<file path="config.mk">
export PLATFORM = sky130hd
export DESIGN_NAME = scancode_hex_display
export DESIGN_NICKNAME = d
export VERILOG_FILES = /design/src/rtl/scancode_hex_display.sv
export SDC_FILE = /design/constraint.sdc
export NUM_CORES = 1
export LEC_CHECK = 0
export BUFFER_PORTS_ARGS = -buffer_cell sky130_fd_sc_hd__buf_2
export CAP_MARGIN = 20
export CELL_PAD_IN_SITES_DETAIL_PLACEMENT = 1
export CELL_PAD_IN_SITES_GLOBAL_PLACEMENT = 2
export CORE_MARGIN = 1
export CORE_UTILIZATION = 38
export DETAILED_ROUTE_END_ITERATION = 16
export MAX_ROUTING_LAYER = met4
export PLACE_DENSITY = 0.77
export REMOVE_ABC_BUFFERS = 1
export SYNTH_ARGS = -nofsm -noshare
export SYNTH_HDL_FRONTEND = slang
export SYNTH_SLANG_ARGS = --single-unit
</file>
<file path="constraint.sdc">
create_clock -name clk -period 2.2 [get_ports clk]
set_input_delay 0.44 -clock clk [delete_from_list [all_inputs] [get_ports clk]]
set_output_delay 0.44 -clock clk [all_outputs]
set_load 0.01 [all_outputs]
</file>
<file path="src/rtl/scancode_hex_display.sv">
// Buffered hex-entry display fed by PS/2 set-1 scan codes.
// Digits shift in from the right and are scanned onto a 7-segment bank.
module scancode_hex_display #(
    parameter int DIGITS      = 4,
    parameter int REFRESH_DIV = 50000,
    parameter bit ACTIVE_LOW  = 1
) (
    input  logic                         clk,
    input  logic                         rst,
    input  logic                         code_valid,
    input  logic [7:0]                   code,
    output logic [6:0]                   seg,
    output logic [DIGITS-1:0]            an,
    output logic [$clog2(DIGITS+1)-1:0]  count,
    output logic                         overflow
);

    localparam int CW = $clog2(DIGITS + 1);
    localparam int IW = (DIGITS > 1) ? $clog2(DIGITS) : 1;
    localparam int RW = (REFRESH_DIV > 1) ? $clog2(REFRESH_DIV) : 1;

    logic [3:0]        digit_q [DIGITS];
    logic [RW-1:0]     refresh;
    logic [IW-1:0]     idx;
    logic              hex_hit;
    logic [3:0]        nib;
    logic [6:0]        lit_pat;
    logic [DIGITS-1:0] sel;

    function automatic logic [6:0] seg_pattern(input logic [3:0] n);
        case (n)
            4'h0: seg_pattern = 7'b1000000;
            4'h1: seg_pattern = 7'b1111001;
            4'h2: seg_pattern = 7'b0100100;
            4'h3: seg_pattern = 7'b0110000;
            4'h4: seg_pattern = 7'b0011001;
            4'h5: seg_pattern = 7'b0010010;
            4'h6: seg_pattern = 7'b0000010;
            4'h7: seg_pattern = 7'b1111000;
            4'h8: seg_pattern = 7'b0000000;
            4'h9: seg_pattern = 7'b0010000;
            4'hA: seg_pattern = 7'b0001000;
            4'hB: seg_pattern = 7'b0000011;
            4'hC: seg_pattern = 7'b1000110;
            4'hD: seg_pattern = 7'b0100001;
            4'hE: seg_pattern = 7'b0000110;
            default: seg_pattern = 7'b0001110;
        endcase
    endfunction

    always_comb begin
        hex_hit = 1'b1;
        nib     = 4'h0;
        case (code)
            8'h0B: nib = 4'h0;
            8'h02, 8'h03, 8'h04, 8'h05, 8'h06,
            8'h07, 8'h08, 8'h09, 8'h0A: nib = code[3:0] - 4'd1;
            8'h1E: nib = 4'hA;
            8'h30: nib = 4'hB;
            8'h2E: nib = 4'hC;
            8'h20: nib = 4'hD;
            8'h12: nib = 4'hE;
            8'h21: nib = 4'hF;
            default: hex_hit = 1'b0;
        endcase
    end

    // Entry buffer: digit 0 is the newest (rightmost) nibble.
    always_ff @(posedge clk or posedge rst) begin
        if (rst) begin
            for (int i = 0; i < DIGITS; i++) digit_q[i] <= 4'h0;
            count    <= '0;
            overflow <= 1'b0;
        end else if (code_valid) begin
            if (hex_hit) begin
                for (int i = DIGITS - 1; i > 0; i--) digit_q[i] <= digit_q[i-1];
                digit_q[0] <= nib;
                if (count == CW'(DIGITS)) overflow <= 1'b1;
                else count <= count + 1'b1;
            end else if (code == 8'h0E) begin
                if (count != '0) begin
                    for (int i = 0; i < DIGITS - 1; i++) digit_q[i] <= digit_q[i+1];
                    digit_q[DIGITS-1] <= 4'h0;
                    count <= count - 1'b1;
                end
            end else if (code == 8'h01) begin
                for (int i = 0; i < DIGITS; i++) digit_q[i] <= 4'h0;
                count    <= '0;
                overflow <= 1'b0;
            end
        end
    end

    assign lit_pat = (CW'(idx) < count) ? seg_pattern(digit_q[idx]) : 7'b1111111;
    assign sel     = DIGITS'(1) << idx;

    // seg/an are registered from the same idx so they always switch together.
    always_ff @(posedge clk or posedge rst) begin
        if (rst) begin
            refresh <= '0;
            idx     <= '0;
            seg     <= ACTIVE_LOW ? 7'b1111111 : 7'b0000000;
            an      <= ACTIVE_LOW ? ~DIGITS'(1) : DIGITS'(1);
        end else begin
            if (refresh == RW'(REFRESH_DIV - 1)) begin
                refresh <= '0;
                idx     <= (idx == IW'(DIGITS - 1)) ? '0 : idx + 1'b1;
            end else begin
                refresh <= refresh + 1'b1;
            end
            seg <= ACTIVE_LOW ? lit_pat : ~lit_pat;
            an  <= ACTIVE_LOW ? ~sel : sel;
        end
    end

endmodule

</file>
# Word level (Yosys, flattened, before mapping)
# Memory sizes are Yosys's and may differ from the RTL's.
# Index checks and enable logic that the tools add are counted.
# W data, S select, Z words.
# op_classes
n_addsub	5
magnitude_cmp	2
eq_ne	25
n_shift	1
muxes	21
bitwise_logic	2
reduce_logical	8
# op_table
operator	count
$mux W16	5
$eq A8 B4 Y1 const B	5
$eq A8 B3 Y1 const B	4
$eq A8 B6 Y1 const B	4
$pmux W4 S7	1
$add A16 B1 Y16 const B	1
$eq A16 B16 Y1 const B	1
$eq A8 B2 Y1 const B	2
$eq A8 B5 Y1 const B	2
$reduce_or A16 Y1	1
$mux W3	5
$reduce_or A9 Y1	1
$bmux W4 S2	1
$eq A8 B1 Y1 const B	1
$mux W4	2
$reduce_and A4 Y1	2
$mux W7	1
$reduce_bool A3 Y1	2
$mux W1	5
$ne A2 B2 Y1 const B	2
$not A4 Y4	1
$shl A1 B2 Y4 const A	1
$sub A4 B1 Y4 const B	1
$add A3 B1 Y3 const B	1
other kinds (12)	12
# totals
regBits	49
mem_bits_ro	112
input_bits	11
out_inout_bits	15
wordCells	75
n_memories	1
# memory_table
memory	words	word_bits	read_ports	rd_ports_with_merged_regs	wr	line_no	rtl
(name not given)	16	7	1	0	0	31	case (n)

# Longest topological paths before layout
# An unclocked memory read counts as a cell.
# logic_depth
word_depth	6
ltp_mapped	11
depth_no_buf	8

# Worst setup path before layout
# No wires, ideal clock.
# synth_timing
kind	input -> register
from	in code[0]
to	reg count[1]
setup_ns	0.126
arrival_time_ns	2.123
t_required_ns	2.074
path_slack_ns	-0.049
path_stages	9
path_buffers	1
cell_sequence	inv_1 > ha_1 > and3_4 > o21ai_2 > o221ai_2 > a31o_1 > buf_6 > mux2_4 > a221o_1
# synth_between
elab_chain_len	5
# synth_rtl
item	line_no	rtl
from (decl)	11	input logic [7:0] code,
$eq A8 B6 Y1, or another cell as far along	54	case (code)
$reduce_or A16 Y1 (no line)	n/a	
$mux W1	54	
$ne A3 B2 Y1 (no line), or another cell as far along	n/a	
$reduce_and A4 Y1 (no line)	n/a	
to (signal assigned)	79	else count <= count + 1'b1;
to (signal assigned)	84	count <= count - 1'b1;
to (decl)	14	output logic [$clog2(DIGITS+1)-1:0] count,
# Several ways; a longest one is shown, not always the timed one.
# A chain may end at the register's enable or synchronous reset.

# Worst setup path after layout
# Ends and elaborated chain as after synthesis.

==> impl_results.md <==
- Outcome: finished, final reports clean
- Number of remaining DRC errors: 0
- First-pass GRT wire length: 10800 um
- Register Area: approximately 1200 sq um
- Cells along the critical path: buf_2 > inv_1 > ha_1 > buf_4 > nand4b_1 > o221ai_2 > a31o_1 > mux2_4 > a221o_1
- Leakage Power: between 1.5 and 2 nW
- Worst Setup End Kind: flop
- Top Family by Delay on Critical Path: compound AO/OA/AOI/OAI gates
- Minimum setup slack among reg-to-reg paths: around 0.29 ns
- Endpoint of the worst register-to-register path: seg[0]
- Post-Route Setup TNS: 0 ns
- Mapped cell area: around 2800 sq um
- Clock Root Buffer: clkbuf_8
- Cell variety after synth: between 50 and 60
- Clock insertion delay at the later pin of the skew report: roughly 0.30 ns
- Fin. max-slew vios: 0
- WP data required: approximately 2.4 ns
- Clk pin slew, worst setup/hold paths: about 0.090 ns
- Number of enable flip-flop cells after synthesis: 0
- Cells after synthesis: ~290
- Worst-Margin Slew: approximately 0.53 ns
- IO Port Bufs: 25
- Post-layout nets: between 300 and 400
- Depth of the most critical reg-to-reg path: 7
- Fraction of synthesis flops using an asynchronous set or reset pin: 100%
- Clk sink count: just under 50
- Worst path slowest cell: a221o_1
- CP peak stage delay: 0.34 ns
- Number of clock buffers inserted by TritonCTS: 5
- Die Outline Area: 7840 sq um
- Final-layout fill cell count: 868
- Fraction of layout instances using a drive strength above 1: ~26%
- Power per unit of standard cell area: between 800 and 900 nW/um^2
- Setup violations, final: 0
- Half-perimeter wire length of the detailed placement result: 4810 um
- Unrepaired setup endpoints after global routing: false
- Final-report hold violation count: 0
- Resized Gates After CTS: 0
- Max transition margin: between 60% and 70%
- Peak supply drop: about 0.30 mV
- Top Ports: 26
- Cts-stage hold buffer count: 0
- First-pass detailed-route iteration total: 4
- Max-capacitance violation count: 0
- Min-Delay Path Class: in -> async
- Via density per instance: 5.04
- WL/cell: ~14 um
- Initial standard-cell utilization of the core: between 30% and 40%
- CTS max path bufs: 2
- Synth-to-Final Area Change: 18.3%
- H-tree depth: 2
- Vertical extent of the die: approximately 89 um
- DR iter-0 viols: 78
- Ys Warns: 0
- Launching element type of the critical path: input port
- Worst Path Class, Setup: in -> reg
- Mapped Avg Cell Area: 9.85 sq um
- Startpoint of the worst register-to-register path: idx[1]
- Remaining global-route overflow: 0
- Via count: between 2000 and 2500
- Clock tree from TritonCTS: done
- Max Freq: between 0.4 and 0.5 GHz
- Smallest hold slack: around 0.17 ns
- Die Wd: between 80 and 90 um
- Largest net degree at the start of global routing: 35
- Signal arrival time at the worst endpoint: roughly 2.2 ns
- Top flip-flop cell by instance count after synthesis: dfrtp_1
- Global placement routability congestion: approximately 0.83
- Std-Cell Core Area: slightly above 7000 sq um
- Via count of the first global-routing pass: 2222
- Combined area of the multi-input logic cells: around 1500 sq um
- Total detailed-routing wirelength: a little over 6000 um
- CP max FO: 3
- Portion of the clock cycle consumed by the worst path in the final layout: roughly nine tenths
- Rows: 31
- Tmin final: around 2.0 ns
- Post-CTS Setup Repair Bufs: 0
- Number of buffer and inverter instances along the worst setup path: 3
- Antenna Cells: 0
- Final ANT Viol Nets: 0
- Antenna violations before repair: 0
- Post-route clock skew: a little over 0.003 ns
- Total track usage: between 15 and 20%
- Fraction of the yosys area taken by sequential cells: approximately 44%
- FF+latch count, synth: 49
==> per-stage QoR <==
stage | instances | utilization (%) | instance area [sq um] | setup slack, ns | power, mW
after global routing | 436 | 46.4 | 3370 | 0.0932 | 2.97
after global placement | 428 | 44.9 | 3260 | -0.0828 | 2.11
after CTS | 436 | 46.4 | 3370 | 0.179 | 2.79
final | 436 | 46.4 | 3370 | 0.182 | 2.75
after floorplan | 279 | - | 2790 | -0.120 | 1.83
after detailed placement | 428 | 44.9 | 3260 | -0.139 | 2.14
==> kinds of logic (layout without fill, tap and decap cells) <==
kind of cell	after synthesis	in the layout	share of synthesized area [%]
AO/OA/AOI/OAI	63	63	15.0
XOR/XNOR	17	17	5.23
AND/OR/NAND/NOR	97	97	17.1
multiplexers	9	9	5.15
adder cells (fa/ha/maj)	21	21	9.23
flip-flops	49	49	43.5
buffers and inverters	33	81	4.84
==> Yosys cell counts (2+ instances only) <==
library cell / count / area share, %
mux2i_1: 3 / 1.1
and3_1: 6 / 1.3
nand3_1: 16 / 2.8
nand2_1: 20 / 2.6
o221a_2: 2 / 0.79
dfrtp_1: 39 / 34
o21ai_1: 6 / 1.1
o21ai_0: 6 / 1.1
a31oi_1: 2 / 0.44
a22oi_1: 8 / 2.1
ha_1: 21 / 9.2
o221ai_1: 4 / 1.2
xnor2_1: 7 / 2.2
clkbuf_1: 4 / 0.53
mux4_2: 4 / 3.2
a21oi_1: 18 / 3.2
xor2_1: 10 / 3.1
nor3_1: 4 / 0.70
nor4b_1: 2 / 0.62
a31o_2: 2 / 0.62
buf_2: 5 / 0.88
nor2_1: 33 / 4.4
o211ai_1: 3 / 0.79
dfstp_2: 10 / 9.2
inv_1: 23 / 3.0
a211oi_1: 2 / 0.53
nand2b_1: 3 / 0.66
o22ai_1: 2 / 0.44
==> worst max-delay path by stage <==
stage,start,to,depth (start not counted)
after floorplan,code[0],count[1],8
after global placement,code[0],count[1],9
final,code[0],count[1],9
after detailed placement,code[0],count[1],9
after global routing,code[0],count[1],9
after CTS,code[0],count[1],9
==> cell type report <==
cell class | instances | area share, %
Tap cell | 99 | 3.68
Multi-Input combinational cell | 207 | 43.6
Sequential cell | 49 | 36.8
Timing Repair Buffer | 50 | 10.0
Clock buffer | 6 | 2.16
Clock inverter | 2 | 1.15
Inverter | 23 | 2.56
==> layer usage <==
| metal | vias to the layer above | track usage [%] | routed length, um |
|---|---|---|---|
| met5 | - | - | 0 |
| met4 | 0 | 3.52 | 48 |
| met3 | 5 | 2.80 | 114 |
| met2 | 27 | 29.2 | 2890 |
| met1 | 1065 | 24.6 | 3160 |
| li1 | 1100 | - | - |
==> sequential cells by signal, indices dropped and copies added (netlist names) <==
name / count
an: 4
count: 3
digit_q: 16
idx: 2
overflow: 1
refresh: 16
seg: 7
==> report_power, final <==
part	switching [mW]	leakage (nW)	internal [mW]
sequential	0.136	0.604	1.13
clock	0.302	0.0554	0.342
combinational	0.466	0.866	0.373
total	0.904	1.53	1.85
==> cells in the final DEF, fill, tap and decap left out, drive strengths merged, types with 2 or more instances in the layout <==
| cell | synthesis | layout |
|---|---|---|
| a211oi | 2 | 2 |
| a21oi | 18 | 18 |
| a22oi | 8 | 8 |
| a31o | 3 | 3 |
| a31oi | 2 | 2 |
| and3 | 7 | 7 |
| buf | 6 | 50 |
| clkbuf | 4 | 6 |
| dfrtp | 39 | 39 |
| dfstp | 10 | 10 |
| ha | 21 | 21 |
| inv | 23 | 23 |
| mux2 | 2 | 2 |
| mux2i | 3 | 3 |
| mux4 | 4 | 4 |
| nand2 | 20 | 20 |
| nand2b | 3 | 3 |
| nand3 | 17 | 17 |
| nor2 | 34 | 34 |
| nor2b | 2 | 2 |
| nor3 | 4 | 4 |
| nor4 | 2 | 2 |
| nor4b | 2 | 2 |
| o211ai | 3 | 3 |
| o21ai | 13 | 13 |
| o221a | 3 | 3 |
| o221ai | 5 | 5 |
| o22ai | 2 | 2 |
| xnor2 | 7 | 7 |
| xor2 | 10 | 10 |
(Power assumes the default switching activity.)
